==> config.mk <==
export PLATFORM = sky130hd
export DESIGN_NAME = fetch_stage
export DESIGN_NICKNAME = d
export VERILOG_FILES = /design/src/rtl/fetch_stage.sv
export SDC_FILE = /design/constraint.sdc
export NUM_CORES = 1
export LEC_CHECK = 0
export CELL_PAD_IN_SITES_DETAIL_PLACEMENT = 0
export CELL_PAD_IN_SITES_GLOBAL_PLACEMENT = 1
export CORE_ASPECT_RATIO = 0.5
export CORE_MARGIN = 10
export CORE_UTILIZATION = 34
export DETAILED_ROUTE_END_ITERATION = 6
export PLACE_DENSITY_LB_ADDON = 0.1
export SLEW_MARGIN = 30
export SYNTH_ARGS = -nofsm -noshare
export SYNTH_HDL_FRONTEND = slang
export SYNTH_SLANG_ARGS = --single-unit
export TNS_END_PERCENT = 10
==> constraint.sdc <==
create_clock -name clk -period 5.5 [get_ports clk]
set_clock_uncertainty 0.15 [all_clocks]
set_input_delay 1.375 -clock clk [delete_from_list [all_inputs] [get_ports clk]]
set_output_delay 1.375 -clock clk [all_outputs]
set_load 0.05 [all_outputs]
==> src/rtl/fetch_stage.sv <==
// Purpose : RV32I instruction-fetch stage; owns the PC, drives it to instruction memory
//           and registers {instr, pc, pc+4, valid} into the IF/ID pipeline register.
// Latency : pc_f is a pure register output; the fetched word reaches instr_d one edge later.
// Backpr. : stall_f holds PC and IF/ID; flush_d bubbles IF/ID; pc_src_e redirects the PC.
//
// Ports:
//   clk, rst           clock, asynchronous active-high reset
//   stall_f, flush_d   hazard-unit hold / bubble controls
//   pc_src_e,          execute-stage redirect request and target
//   pc_target_e
//   instr_f            combinational instruction word for pc_f
//   pc_f               fetch address
//   instr_d, pc_d,     IF/ID register contents
//   pc_plus4_d,
//   valid_d
//   misalign_err       sticky flag: some redirect target was not word aligned
//   halted             high while parked on the halt self-loop
module fetch_stage #(
  parameter int                       ADDRESS_WIDTH = 32,
  parameter int                       DATA_WIDTH    = 32,
  parameter logic [ADDRESS_WIDTH-1:0] RESET_PC      = 32'h00000000,
  parameter logic [DATA_WIDTH-1:0]    NOP_INSTR     = 32'h00000013,
  parameter logic [DATA_WIDTH-1:0]    HALT_INSTR    = 32'h0000006F
) (
  input  logic                     clk,
  input  logic                     rst,
  input  logic                     stall_f,
  input  logic                     flush_d,
  input  logic                     pc_src_e,
  input  logic [ADDRESS_WIDTH-1:0] pc_target_e,
  input  logic [DATA_WIDTH-1:0]    instr_f,
  output logic [ADDRESS_WIDTH-1:0] pc_f,
  output logic [DATA_WIDTH-1:0]    instr_d,
  output logic [ADDRESS_WIDTH-1:0] pc_d,
  output logic [ADDRESS_WIDTH-1:0] pc_plus4_d,
  output logic                     valid_d,
  output logic                     misalign_err,
  output logic                     halted
);

  typedef enum logic [1:0] {
    BOOT   = 2'd0,
    RUN    = 2'd1,
    HALTED = 2'd2
  } state_t;

  state_t                   state_q, state_d;
  logic [ADDRESS_WIDTH-1:0] pc_q, pc_d_nx;
  logic [DATA_WIDTH-1:0]    ifid_instr_q, ifid_instr_d;
  logic [ADDRESS_WIDTH-1:0] ifid_pc_q, ifid_pc_d;
  logic [ADDRESS_WIDTH-1:0] ifid_pc4_q, ifid_pc4_d;
  logic                     ifid_vld_q, ifid_vld_d;
  logic                     misalign_q, misalign_d;
  logic                     halted_q, halted_d;

  logic [ADDRESS_WIDTH-1:0] pc_plus4;
  logic                     in_halt;
  logic                     capture;

  assign pc_plus4 = pc_q + ADDRESS_WIDTH'(4);
  assign in_halt  = (state_q == HALTED);

  always_comb begin
    state_d      = state_q;
    pc_d_nx      = pc_q;
    ifid_instr_d = ifid_instr_q;
    ifid_pc_d    = ifid_pc_q;
    ifid_pc4_d   = ifid_pc4_q;
    ifid_vld_d   = ifid_vld_q;
    misalign_d   = misalign_q;
    capture      = 1'b0;

    // PC: redirect is honoured in every state, including HALTED, and beats stall.
    if (pc_src_e) begin
      pc_d_nx    = {pc_target_e[ADDRESS_WIDTH-1:2], 2'b00};
      misalign_d = misalign_q | (pc_target_e[1:0] != 2'b00);
    end else if (!in_halt && !stall_f) begin
      pc_d_nx = pc_plus4;
    end

    // IF/ID: frozen while halted (stall/flush ignored); flush beats stall otherwise.
    if (!in_halt) begin
      if (flush_d) begin
        ifid_instr_d = NOP_INSTR;
        ifid_pc_d    = '0;
        ifid_pc4_d   = '0;
        ifid_vld_d   = 1'b0;
      end else if (!stall_f) begin
        ifid_instr_d = instr_f;
        ifid_pc_d    = pc_q;
        ifid_pc4_d   = pc_plus4;
        ifid_vld_d   = 1'b1;
        capture      = 1'b1;
      end
    end

    // A halt word captured on a wrong path (same-edge redirect) must not park the core.
    if (in_halt) begin
      if (pc_src_e) state_d = RUN;
    end else if (capture && (instr_f == HALT_INSTR) && !pc_src_e) begin
      state_d = HALTED;
    end else begin
      state_d = RUN;
    end

    halted_d = (state_d == HALTED);
  end

  always_ff @(posedge clk or posedge rst) begin
    if (rst) begin
      state_q      <= BOOT;
      pc_q         <= RESET_PC;
      ifid_instr_q <= NOP_INSTR;
      ifid_pc_q    <= '0;
      ifid_pc4_q   <= '0;
      ifid_vld_q   <= 1'b0;
      misalign_q   <= 1'b0;
      halted_q     <= 1'b0;
    end else begin
      state_q      <= state_d;
      pc_q         <= pc_d_nx;
      ifid_instr_q <= ifid_instr_d;
      ifid_pc_q    <= ifid_pc_d;
      ifid_pc4_q   <= ifid_pc4_d;
      ifid_vld_q   <= ifid_vld_d;
      misalign_q   <= misalign_d;
      halted_q     <= halted_d;
    end
  end

  assign pc_f         = pc_q;
  assign instr_d      = ifid_instr_q;
  assign pc_d         = ifid_pc_q;
  assign pc_plus4_d   = ifid_pc4_q;
  assign valid_d      = ifid_vld_q;
  assign misalign_err = misalign_q;
  assign halted       = halted_q;

endmodule
==> impl_results.md <==
- Setup TNS: 0 ps
- Final worst path period share: 62.3%
- Post-detail-place hpwl: 13.4 mm
- Tot GR Track Use: 16.8%
- Global-route wire length before repair: 30.1 mm
- Die height: 111 um
- Initial antenna violation count: 0
- WP buf/inv: 1
- Commonest non-fill, non-tap cells in the layout: 196 x clkdlybuf4s50_1, 125 x dfrtp_1, 80 x nand2_1
- Fin. max-slew vios: 0
- Post-CTS Hold Fix Bufs: 0
- Routed WL: 19.3 mm
- Crit-path max cell delay: 890 ps
- Time the worst path needs with I/O delays and setup: 3420 ps
- RSZ-0062 raised after global routing: false
- 1st-iter DRT viols: 210
- Setup bufs post-CTS: 0
- Worst Max-Slew Pin Slew: 938 ps
- # setup viols final: 0
- Worst r2r dst: pc_f[26]
- WS Path Type: flop to output port
- Skew-Pair Late Insertion Delay: 410 ps
- Min-delay worst type: flop to flop
- Layout cells sized above 1: 7.69%
- Relative slew slack: 37.3%
- Synthesis-to-finish area growth: 48.4%
- Root Driver: clkbuf_16
- Main synth FF type: dfrtp_1
- Initial core utilization: 34.7%
- Filler Cells Inserted: 1521
- Max Cap Viol: 0
- Element type at the critical path end: output port
- Core footprint: 16400 sq um
- Synth area leaders: dfrtp_1 55%, a22o_1 9.2%, xor2_1 6.3%
- Die Width: 203 um
- Critical Path RT: 3970 ps
- Netlist Area Pre-Place: 5690 sq um
- Htree depth: 4
- Placed insts: 922
- Cts bufs inserted: 17
- Diodes inserted: 0
- Post-Synthesis Cells: 535
- Crit-path max FO: 10
- Worst Setup Start Kind: flop
- Crit path DAT: 1900 ps
- DRC errors left: 0
- Crit path max-delay family: buffers and inverters
- Vias in the first global route: 4907
- Largest net degree at the start of global routing: 92
- Design area: 8450 sq um
- Critical Path, Cell by Cell: clkdlybuf4s50_1
- Crit path from: pc_f[14]
- Nets: 785
- Finished Layout Cells: 955
- Clock transition at the registers of the reported paths: 60 ps
- Reg2reg start: pc_f[2]
- Clock tree buffer depth: 2
- Max Clock Freq: 292 MHz
- Final weighted congestion in routability-driven placement: 0.753
- Outcome: complete, no violations
- Placed cell areas: 7820 sq um
- Sequential-to-total area share from yosys stat: 56.3%
- Static Leak: 3.45 nW
- Vias/cell: 4.98
- I/O pin total: 200
- Full die area: 22600 sq um
- Syn. warnings: 0
- Remaining Overflow, GRT: 0
- Post-synth EDFFs: 0
- Most common cell after layout, fill and taps aside: clkdlybuf4s50_1
- Port Buffers: 197
- WL per Instance: 20.2 um
- Antenna-violating nets left: 0
- Post-cts repair resize count: 0
- Crit path max-delay cell type: clkdlybuf4s50_1
- Pre-antenna DRT Iters: 4
- Avg Synthesized Cell Area: 10.6 sq um
- CTS tree: built
- Hold Slack: 324 ps
- Worst reg-to-reg setup slack: 3070 ps
- CP Depth: 1
- Power per Cell Area: 333 nW/um^2
- Fraction of registers with async set/reset: 100%
- Maximum vdd drop: 230 uV
- Hold Path Stages: 1
- Netlist cell types: 37
- Leading area contributor after synthesis: dfrtp_1
- Site Rows: 33
- Yosys top cell area share: 55.0%
- Via count: 4752
- Hold Fails Final Rpt: 0
- Seq cells post-synth: 128
- Sink Count: 128
- CP Capture Point: pc_f[14]
- Register-to-Register Path Depth: 6
-- kinds of logic after synthesis --
family / count (synthesis) / synth area share, %
AO/OA/AOI/OAI: 125 / 15.2
adder cells (fa/ha/maj): 1 / 0.220
AND/OR/NAND/NOR: 171 / 14.9
other: 1 / 0.0659
flip-flops: 128 / 56.3
buffers and inverters: 49 / 3.91
XOR/XNOR: 57 / 8.77
multiplexers: 3 / 0.550
-- state kept, by name, summed over array words and instances (netlist names) --
name,flops
pc_plus4_d,30
valid_d,1
state_q,2
misalign_err,1
instr_d,32
halted,1
pc_f,30
pc_d,31
-- area by class of cell --
class,instances,area [sq um],share of cell area (%)
tap,227,284,3.36
multi-input combinational,359,2290,27.1
clock inverter,14,156,1.85
timing repair buffer,206,2050,24.3
clock buffer,18,439,5.20
inverter,3,16.3,0.193
sequential,128,3210,38.0
-- worst min path at each step --
| stage | startpoint | to | slack (ps) |
|---|---|---|---|
| global route | pc_plus4_d[2] | pc_plus4_d[2] | 340 |
| floorplan | state_q[0] | valid_d | 380 |
| global placement | misalign_err | misalign_err | 300 |
| CTS | misalign_err | misalign_err | 330 |
| detailed placement | misalign_err | misalign_err | 310 |
| finish | misalign_err | misalign_err | 320 |
-- cell usage after synthesis, types with 2 or more instances --
master    number
nor2b_1        3
nor3_1         4
dfstp_2        3
xor2_1        41
nor2_1        14
and2_1         6
nand2_1       80
dfrtp_1      125
xnor2_1       16
clkbuf_1      29
and3_1         6
nor4_1        11
buf_4          5
o22a_1         3
o21ai_1        6
nor4_4         2
nand4_1       19
inv_1          3
o21ai_0       52
nand2b_1       3
mux2i_1        2
a21oi_1        2
nand3_1       18
buf_2          9
a22o_1        60
nand3_2        2
-- stage by stage --
| stage | util (%) | power, W | setup WS [ps] |
|---|---|---|---|
| 3_5_place_dp | 47.7 | 0.00169 | 1680 |
| 5_1_grt | 51.5 | 0.00292 | 1930 |
| 3_3_place_gp | 47.7 | 0.00168 | 1740 |
| 6_report | 51.5 | 0.00281 | 2080 |
| 4_1_cts | 51.4 | 0.00284 | 2060 |
| 2_1_floorplan | - | 0.00144 | 567 |
-- metal layers --
layer / GRT usage (%) / vias up / wire length, um
li1: - / 2243 / -
met1: 22.7 / 2375 / 9220
met2: 26.6 / 120 / 8960
met3: 4.11 / 14 / 967
met4: 4.30 / 0 / 153
met5: 0 / - / 0
-- power by group --
part / internal (W) / switching [W]
combinational: 0.000210 / 0.000376
sequential: 0.00101 / 0.0000769
clock: 0.000687 / 0.000457
total: 0.00190 / 0.000910
Power figures use the tool's default switching activity.
==> edit, RTL diff (same flow settings) <==
`ADDRESS_WIDTH`: 32 -> 48.
--- a/src/rtl/fetch_stage.sv
+++ b/src/rtl/fetch_stage.sv
@@ -16,7 +16,7 @@
 //   misalign_err       sticky flag: some redirect target was not word aligned
 //   halted             high while parked on the halt self-loop
 module fetch_stage #(
-  parameter int                       ADDRESS_WIDTH = 32,
+  parameter int                       ADDRESS_WIDTH = 48,
   parameter int                       DATA_WIDTH    = 32,
   parameter logic [ADDRESS_WIDTH-1:0] RESET_PC      = 32'h00000000,
   parameter logic [DATA_WIDTH-1:0]    NOP_INSTR     = 32'h00000013,
Ports: changed (resized pc_d, pc_f, pc_plus4_d and pc_target_e); port bits go from 200 to 264. No check against the original RTL was run, so the function may have changed too.
==> edit against the unedited design <==
- synthesized area rose by 44%
- sequential cell count rose by 48
- maximum frequency fell by 2.6%
- total power rose by 26%
- final area rose by 37%
- worst setup slack got worse by 0.093 ns
- clock power rose by 4%
- final cell count rose by 40%
- register-to-register slack got worse by 0.70 ns
- wire length rose by 58%
- sequential power rose by 40%
- critical endpoint is now pc_plus4_d[42]
- largest cell class unchanged
- largest power group is now sequential cells
- highest routed layer unchanged
==> edit: results (changes against the unedited design) <==
Cells and area
  • Non-clk bufs: 274 (was 206)
  • Buffering overhead: 23.7% (was 24.3%)
  • Inverters: 8 (was 3)
  • Share of cells above drive strength 1: 6.29% (was 7.69%)
  • Clk tree area frac: 4.79% (was 7.05%)
  • Max reg flops: 47 (was 32)
  • Reg area: 4410 um^2 (was 3210 um^2)
  • Layout clock buffers: 23 (was 18)
  • Cell Count, Final, Fillers Out: 1341 (was 955)

Global route
  • Grt met1 use: 27.3% (was 22.7%)
  • M2 GR Usage: 29.7% (was 26.6%)
  • Met3 GRT Util: 4.44% (was 4.11%)

Yosys
  • Multiplexer share of the synthesized area: 0.398% (was 0.550%)
  • Distinct cell type count after synthesis: 47 (was 37)
  • Synth Cell Area: 8180 um^2 (was 5690 um^2)

Worst setup path
  • Worst R2R Setup Slack: 2.37 ns (was 3.07 ns)
  • CP top delay family: simple AND/OR/NAND/NOR gates (was buffers and inverters)
  • CP max stage delay: 0.68 ns (was 0.89 ns)
  • Largest fanout on the critical path: 44 (was 10)
  • Reg2Reg Capture Point: pc_f[37] (was pc_f[26])
  • Critical path arrival: 3.74 ns (was 1.90 ns)
  • Slowest CP cell: or4_1 (was clkdlybuf4s50_1)

Timing
  • Fmax: 284 MHz (was 292 MHz)
  • Max-Slew Margin vs Limit: 43.7% (was 37.3%)

Placed design
  • Placed wire-length estimate: 21700 um (was 13400 um)

Run status
  • Status: finished, final reports clean (unchanged)

Power and ir drop
  • Leakage: 4.70 nW (was 3.45 nW)
  • Sw Share: 33.4% (was 32.4%)

Routing
  • Routed met1 length: 14400 um (was 9220 um)
## edit: cell count changes after synthesis, moves of 16 or more
cell	unedited run	this run
o21ai_0	52	69
nand2_1	80	99
nand3_1	18	50
nor2_1	14	32
a22o_1	60	79
or4_1	0	16
dfrtp_1	125	173
clkbuf_1	29	47
## edit: per-stage QoR
stage / utilization (%) / power, mW / hold slack, ns
after CTS: 49.8 / 3.58 / 0.328
after global placement: 47.3 / 2.38 / 0.301
final: 49.9 / 3.54 / 0.326
after floorplan: - / 2.03 / 0.422
after detailed placement: 47.4 / 2.38 / 0.310
after global routing: 49.9 / 3.68 / 0.358
## edit: worst reg2reg max path, stage by stage, from the launching register on
cell and delay (ns):
dfrtp_1 0.60, nand4_1 0.38, nor3_2 0.51, nand4_1 0.56
or4_1 0.67, a31oi_1 0.17
